**config.mk**
```make
export PLATFORM = sky130hd
export DESIGN_NAME = lopd_norm_pipe
export DESIGN_NICKNAME = d
export VERILOG_FILES = /design/src/rtl/lopd_pkg.sv /design/src/rtl/lopd_tree.sv /design/src/rtl/lopd_norm_pipe.sv
export SDC_FILE = /design/constraint.sdc
export NUM_CORES = 1
export LEC_CHECK = 0
export CAP_MARGIN = 20
export CELL_PAD_IN_SITES_DETAIL_PLACEMENT = 0
export CELL_PAD_IN_SITES_GLOBAL_PLACEMENT = 1
export CORE_MARGIN = 3
export CORE_UTILIZATION = 26
export CTS_CLUSTER_SIZE = 40
export DETAILED_ROUTE_END_ITERATION = 10
export GPL_TIMING_DRIVEN = 1
export PLACE_DENSITY = 0.76
export SYNTH_ARGS = -nofsm -noshare
export SYNTH_HDL_FRONTEND = slang
export SYNTH_SLANG_ARGS = --single-unit
```
**constraint.sdc**
```tcl
create_clock -name i_clk -period 1.34 [get_ports i_clk]
set_input_delay 0.268 -clock i_clk [delete_from_list [all_inputs] [get_ports i_clk]]
set_output_delay 0.268 -clock i_clk [all_outputs]
set_load 0.02 [all_outputs]
```
**src/rtl/lopd_pkg.sv**
```systemverilog
// rtl/lopd_pkg.sv - shared constants, width helper and stage record for the leading-one detector pipe
package lopd_pkg;

    localparam int LOPD_DEF_SIZE_DATA = 24;
    localparam int LOPD_DEF_SIZE_TAG  = 4;

    // Stage records are sized for the widest supported configuration; each
    // instance uses only the low bits of every field.
    localparam int LOPD_MAX_DATA = 64;
    localparam int LOPD_MAX_POS  = 6;
    localparam int LOPD_MAX_TAG  = 16;

    function automatic int f_lopd_width(input int n);
        return $clog2(n);
    endfunction

    typedef struct packed {
        logic [LOPD_MAX_DATA-1:0] data;
        logic [LOPD_MAX_POS-1:0]  pos;
        logic                     zero;
        logic [LOPD_MAX_TAG-1:0]  tag;
    } lopd_stage_t;

endpackage

```
**src/rtl/lopd_tree.sv**
```systemverilog
// rtl/lopd_tree.sv - combinational recursive leading-one detector producing {pos, zero}
module lopd_tree #(
    parameter int N = 24,
    parameter int W = (N > 1) ? $clog2(N) : 1
) (
    input  logic [N-1:0] data,
    output logic [W-1:0] pos,
    output logic         zero
);

    generate
        if (N == 1) begin : g_leaf
            assign pos  = '0;
            assign zero = ~data[0];
        end else if (N == 2) begin : g_pair
            assign pos  = data[1];
            assign zero = ~|data;
        end else begin : g_split
            // Low half is the largest power of two below N, so the high half
            // starts on an aligned boundary and its index is just an MSB prefix.
            localparam int H  = 1 << (W - 1);
            localparam int NU = N - H;
            localparam int WU = (NU > 1) ? $clog2(NU) : 1;

            logic [W-2:0]  lo_pos;
            logic          lo_zero;
            logic [WU-1:0] up_pos;
            logic          up_zero;

            lopd_tree #(.N(H), .W(W - 1)) u_lo (
                .data (data[H-1:0]),
                .pos  (lo_pos),
                .zero (lo_zero)
            );

            lopd_tree #(.N(NU), .W(WU)) u_hi (
                .data (data[N-1:H]),
                .pos  (up_pos),
                .zero (up_zero)
            );

            assign pos  = up_zero ? {1'b0, lo_pos} : {1'b1, (W - 1)'(up_pos)};
            assign zero = lo_zero & up_zero;
        end
    endgenerate

endmodule

```
**src/rtl/lopd_norm_pipe.sv**
```systemverilog
// rtl/lopd_norm_pipe.sv - two-stage leading-one detector/normaliser pipe; LOPD_NORM_SHIFT_EN adds the barrel shifter
module lopd_norm_pipe
    import lopd_pkg::*;
#(
    parameter int SIZE_DATA = LOPD_DEF_SIZE_DATA,
    parameter int SIZE_LOPD = f_lopd_width(SIZE_DATA),
    parameter int SIZE_TAG  = LOPD_DEF_SIZE_TAG
) (
    input  logic                 i_clk,
    input  logic                 i_rst,
    input  logic                 i_valid,
    output logic                 o_ready,
    input  logic [SIZE_DATA-1:0] i_data,
    input  logic [SIZE_TAG-1:0]  i_tag,
    output logic                 o_valid,
    input  logic                 i_ready,
    output logic [SIZE_LOPD-1:0] o_one_position,
    output logic [SIZE_LOPD-1:0] o_shift_amt,
    output logic                 o_zero_flag,
    output logic [SIZE_DATA-1:0] o_norm_data,
    output logic [SIZE_TAG-1:0]  o_tag
);

    logic                 s1_valid;
    logic                 s2_valid;
    logic                 s1_en;
    logic                 s2_en;
    lopd_stage_t          s1;
    lopd_stage_t          s2;
    logic [SIZE_LOPD-1:0] s2_shift;
    logic [SIZE_LOPD-1:0] tree_pos;
    logic                 tree_zero;
    logic [SIZE_LOPD-1:0] s1_shift;
    logic                 unused_stage_bits;

    lopd_tree #(.N(SIZE_DATA), .W(SIZE_LOPD)) u_tree (
        .data (i_data),
        .pos  (tree_pos),
        .zero (tree_zero)
    );

    assign s2_en   = ~s2_valid | i_ready;
    assign s1_en   = ~s1_valid | s2_en;
    assign o_ready = s1_en;

    // A zero operand reports shift 0 rather than SIZE_DATA-1.
    assign s1_shift = s1.zero ? '0 : SIZE_LOPD'(SIZE_DATA - 1) - s1.pos[SIZE_LOPD-1:0];

`ifdef LOPD_NORM_SHIFT_EN
    logic [SIZE_DATA-1:0] s1_norm;
    assign s1_norm = s1.data[SIZE_DATA-1:0] << s1_shift;
`endif

    always_ff @(posedge i_clk or posedge i_rst) begin
        if (i_rst) begin
            s1_valid <= 1'b0;
            s2_valid <= 1'b0;
            s1       <= '0;
            s2       <= '0;
            s2_shift <= '0;
        end else begin
            if (s1_en) s1_valid <= i_valid;
            if (s2_en) s2_valid <= s1_valid;

            if (s1_en && i_valid) begin
`ifdef LOPD_NORM_SHIFT_EN
                s1.data <= LOPD_MAX_DATA'(i_data);
`endif
                s1.pos  <= LOPD_MAX_POS'(tree_pos);
                s1.zero <= tree_zero;
                s1.tag  <= LOPD_MAX_TAG'(i_tag);
            end

            if (s2_en && s1_valid) begin
`ifdef LOPD_NORM_SHIFT_EN
                s2.data <= LOPD_MAX_DATA'(s1_norm);
`endif
                s2.pos   <= s1.pos;
                s2.zero  <= s1.zero;
                s2.tag   <= s1.tag;
                s2_shift <= s1_shift;
            end
        end
    end

    assign o_valid        = s2_valid;
    assign o_one_position = s2.pos[SIZE_LOPD-1:0];
    assign o_shift_amt    = s2_shift;
    assign o_zero_flag    = s2.zero;
    assign o_tag          = s2.tag[SIZE_TAG-1:0];

`ifdef LOPD_NORM_SHIFT_EN
    assign o_norm_data = s2.data[SIZE_DATA-1:0];
`else
    assign o_norm_data = '0;
`endif

    assign unused_stage_bits = ^{s1, s2};

endmodule

```
==> impl_metrics.csv <==
group,metric,value,unit
cts,htreeDepth,1,
critical_path,arrival,1.03,ns
logic_synthesis,synthDistinctLibCells,36,
logic_synthesis,ys_ff_latch,27,
critical_path,cp_num_cells,3,
final_layout,non_filler_instance_count_after_layout,275,
logic_synthesis,syn_area_per_cell,10.7,um^2
sta,number_of_endpoints_failing_setup_at_the_final_stage,0,
global_route,grt_overflow,0,
logic_synthesis,synthSimpleGateAreaFrac,0.166,
die,row_count,26,
status,status,"finished clean",
global_route,grt_pass1_wl,4770,um
final_layout,fin_nets,238,
die,design.die.area,6600,um^2
detailed_routing,route.antenna.remaining_nets,0,
global_route,globalRouteMet3Util,0.0133,
logic_synthesis,complex_gate_fraction_of_the_synthesized_area,0.117,
sta,final_hold_viol_count,0,
final_layout,fin_util,0.416,
logic_synthesis,mux_contribution_to_synthesized_area,0.107,
cts,clock-root-buffer,"sky130_fd_sc_hd__clkbuf_8",
global_route,largest_net_degree_at_the_start_of_global_routing,28,
critical_path,timing.rr.start,"o_valid",
power,p_leak,1.06,nW
die,boundaryPins,73,
detailed_routing,drt_total_wl,2990,um
detailed_routing,route.detailed.drc,0,
die,chipHeight,81.2,um
detailed_routing,drt-wirelength-per-cell,10.9,um
sta,period_minus_slack,1.30,ns
detailed_routing,drt_iter0_markers,24,
critical_path,regToRegEndpoint,"o_tag[3]",
sta,timing.setup.tns,0,ns
placed_design,numPortBuffers,48,
logic_synthesis,number_of_synthesized_flops_with_an_enable_pin,0,
critical_path,critical_path_cell_by_cell,"clkdlybuf4s50_1 -> nand3b_4 -> buf_2",
power,vdd.ir_drop.worst,361,uV
critical_path,worstRegToRegCells,4,
logic_synthesis,yosysSeqAreaShare,0.459,
critical_path,critical_path_peak_fanout,2,
logic_synthesis,combinational_family_with_the_most_area_after_synthesis,"simple AND/OR/NAND/NOR gates",
final_layout,multi_input_area,729,um^2
logic_synthesis,synth-warning-count,0,
cts,cts_tree,"yes",
job,cap_violations,0,
final_layout,layout-area-overhead-vs-synth,49.8,%
global_route,grtUsageTotal,0.0889,
cts,cts_max_path_buffers,2,
die,die_w,81.2,um
critical_path,worst_path_largest_cell_delay,0.47,ns
critical_path,timing_worst_setup_path_type,"input port to output pin",
critical_path,timing.critical_path.required,1.07,ns
critical_path,critical-path-top-delay-family,"buffers and inverters",
critical_path,crit_path_buf_inv_count,2,
placed_design,dpl.hpwl,2430,um
logic_synthesis,syn-instance-count,137,
placed_design,gpl.final_weighted_congestion,0.761,
logic_synthesis,fraction_of_synthesized_cell_area_in_xor_and_xnor_cells,0.00595,
cts,cts.clk_slew.worst_paths,0.09,ns
cts,cts_sinks,27,
detailed_routing,avgViaCountPerCell,4.11,
cts,clk_latency,0.27,ns
final_layout,n_antenna_cell,0,
global_route,vias_in_the_first_global_route,1054,
detailed_routing,number_of_vias_in_the_routed_layout,1131,
global_route,met2_global_route_usage,0.146,
detailed_routing,drt-pass1-iter-count,4,
logic_synthesis,ys_async_sr_fraction,1.00,
worst_hold_path,classification_of_the_worst_slack_hold_path,"input port to async pin",
sta,fin_worst_skew,0.00427,ns
logic_synthesis,synthesis.area,1470,um^2
final_layout,fraction_of_layout_cells_with_a_size_suffix_above_1,0.180,
placed_design,placedCellCount,268,
global_route,use_met1,0.123,
die,initial_utilization,0.277,
power,total_power,2.06,mW
global_route,grt_busiest_layer,"met2",
final_layout,layout.filler_cells,529,
critical_path,endpoint_kind,"output pin",
die,total_core_area,5300,um^2
logic_synthesis,synthAdderAreaFrac,0,
sta,final_max_slew_viol_count,0,
cts,cts-buffers-inserted,3,
power,powerDensity,934,nW/um^2
critical_path,cpMaxStageDelayCell,"sky130_fd_sc_hd__clkdlybuf4s50_1",
final_layout,ff_latch_area,677,um^2
sta,final.period_utilization,0.968,
logic_synthesis,synthFlopType,"sky130_fd_sc_hd__dfrtp_1",
global_route,initial_antenna_violation_count,0,
cts,cts.hold.buffers_added,0,
sta,fmax,771,MHz
critical_path,r2r_setup_slack,0.13,ns
sta,worst_hold_slack,0.324,ns
critical_path,cp-start-kind,"input port",
[through the flow]
step / worst slack (ns) / cell area [um^2]
final: 0.0428 / 2200
after global routing: -0.0353 / 2200
after CTS: 0.000523 / 2130
after detailed placement: -0.449 / 2090
after global placement: -0.408 / 2090
after floorplan: 0.0228 / 1560
[state kept, by name, summed over array words and instances (netlist names)]
register / flops
o_one_position: 5
o_shift_amt: 5
o_tag: 4
o_valid: 1
o_zero_flag: 1
s1: 10
s1_valid: 1
[where the power goes]
| group | internal, mW | total [mW] | switching (mW) |
|---|---|---|---|
| combinational | 0.289 | 0.634 | 0.345 |
| sequential | 0.925 | 0.982 | 0.0573 |
| clock | 0.208 | 0.444 | 0.236 |
[layout make-up]
type	count	share of cell area
Timing Repair Buffer	68	0.295
Inverter	4	0.00681
Clock inverter	1	0.00227
Multi-Input combinational cell	102	0.331
Sequential cell	27	0.307
Clock buffer	3	0.0187
Tap cell	70	0.0397
[worst max-delay path by stage]
| stage | from | to | slack (ns) |
|---|---|---|---|
| floorplan | o_valid | s1[17] | 0.02 |
| global placement | i_data[12] | s1[17] | -0.41 |
| detailed placement | i_data[12] | s1[17] | -0.45 |
| CTS | i_ready | s1[17] | 0.0005 |
| global route | i_data[15] | s1[18] | -0.04 |
| finish | i_ready | o_ready | 0.04 |
[placed cells by master, fill, tap and decap left out, types with 2 or more instances in the layout]
cell / instances
sky130_fd_sc_hd__o21ai_0: 2
sky130_fd_sc_hd__inv_1: 4
sky130_fd_sc_hd__a21oi_1: 5
sky130_fd_sc_hd__dlymetal6s2s_1: 10
sky130_fd_sc_hd__nor3_1: 2
sky130_fd_sc_hd__buf_4: 17
sky130_fd_sc_hd__clkbuf_8: 3
sky130_fd_sc_hd__nor4_2: 3
sky130_fd_sc_hd__o31ai_1: 3
sky130_fd_sc_hd__dlygate4sd2_1: 24
sky130_fd_sc_hd__clkdlybuf4s50_1: 13
sky130_fd_sc_hd__conb_1: 24
sky130_fd_sc_hd__o21ai_1: 3
sky130_fd_sc_hd__mux2_1: 14
sky130_fd_sc_hd__nand2b_1: 4
sky130_fd_sc_hd__dfrtp_1: 26
sky130_fd_sc_hd__nor4_4: 3
sky130_fd_sc_hd__nor2_1: 6
sky130_fd_sc_hd__nor2b_1: 3
sky130_fd_sc_hd__nand2_1: 11
sky130_fd_sc_hd__buf_12: 2
[cells by family after synthesis]
kind of cell / Yosys count
compound gates: 24
xor+xnor: 1
buf+inv: 31
flops: 27
mux: 14
other cells: 1
simple gates: 39
[tightest hold or removal path, stage by stage]
cell                              delay (ns)
sky130_fd_sc_hd__clkdlybuf4s50_1        0.40
sky130_fd_sc_hd__inv_1                  0.09
sky130_fd_sc_hd__buf_12                 0.19
[synthesized netlist by cell type (all sizes together), types with 2 or more instances]
cell type	instances	area share
nor2b	3	0.013
nand2	12	0.031
dfrtp	27	0.46
nand2b	4	0.017
o21ai	5	0.017
buf	26	0.13
nor2	6	0.015
inv	4	0.010
o31ai	4	0.020
o311ai	2	0.012
a21oi	5	0.017
nor3	2	0.0068
nor4	6	0.048
mux2	14	0.11
[repair_timing]
action | 4_1_cts | 5_1_grt
pin swaps | 9 | 8
buffers inserted | 1 | 2
gates resized for setup | 32 | 15
endpoints found under the setup margin | 26 | 11
[metal layers]
| layer | routed length [um] | vias to the layer above |
|---|---|---|
| li1 | - | 577 |
| met4 | 19 | 0 |
| met1 | 1350 | 506 |
| met5 | 0 | - |
| met2 | 1410 | 44 |
| met3 | 212 | 4 |
Power figures use the tool's default switching activity.
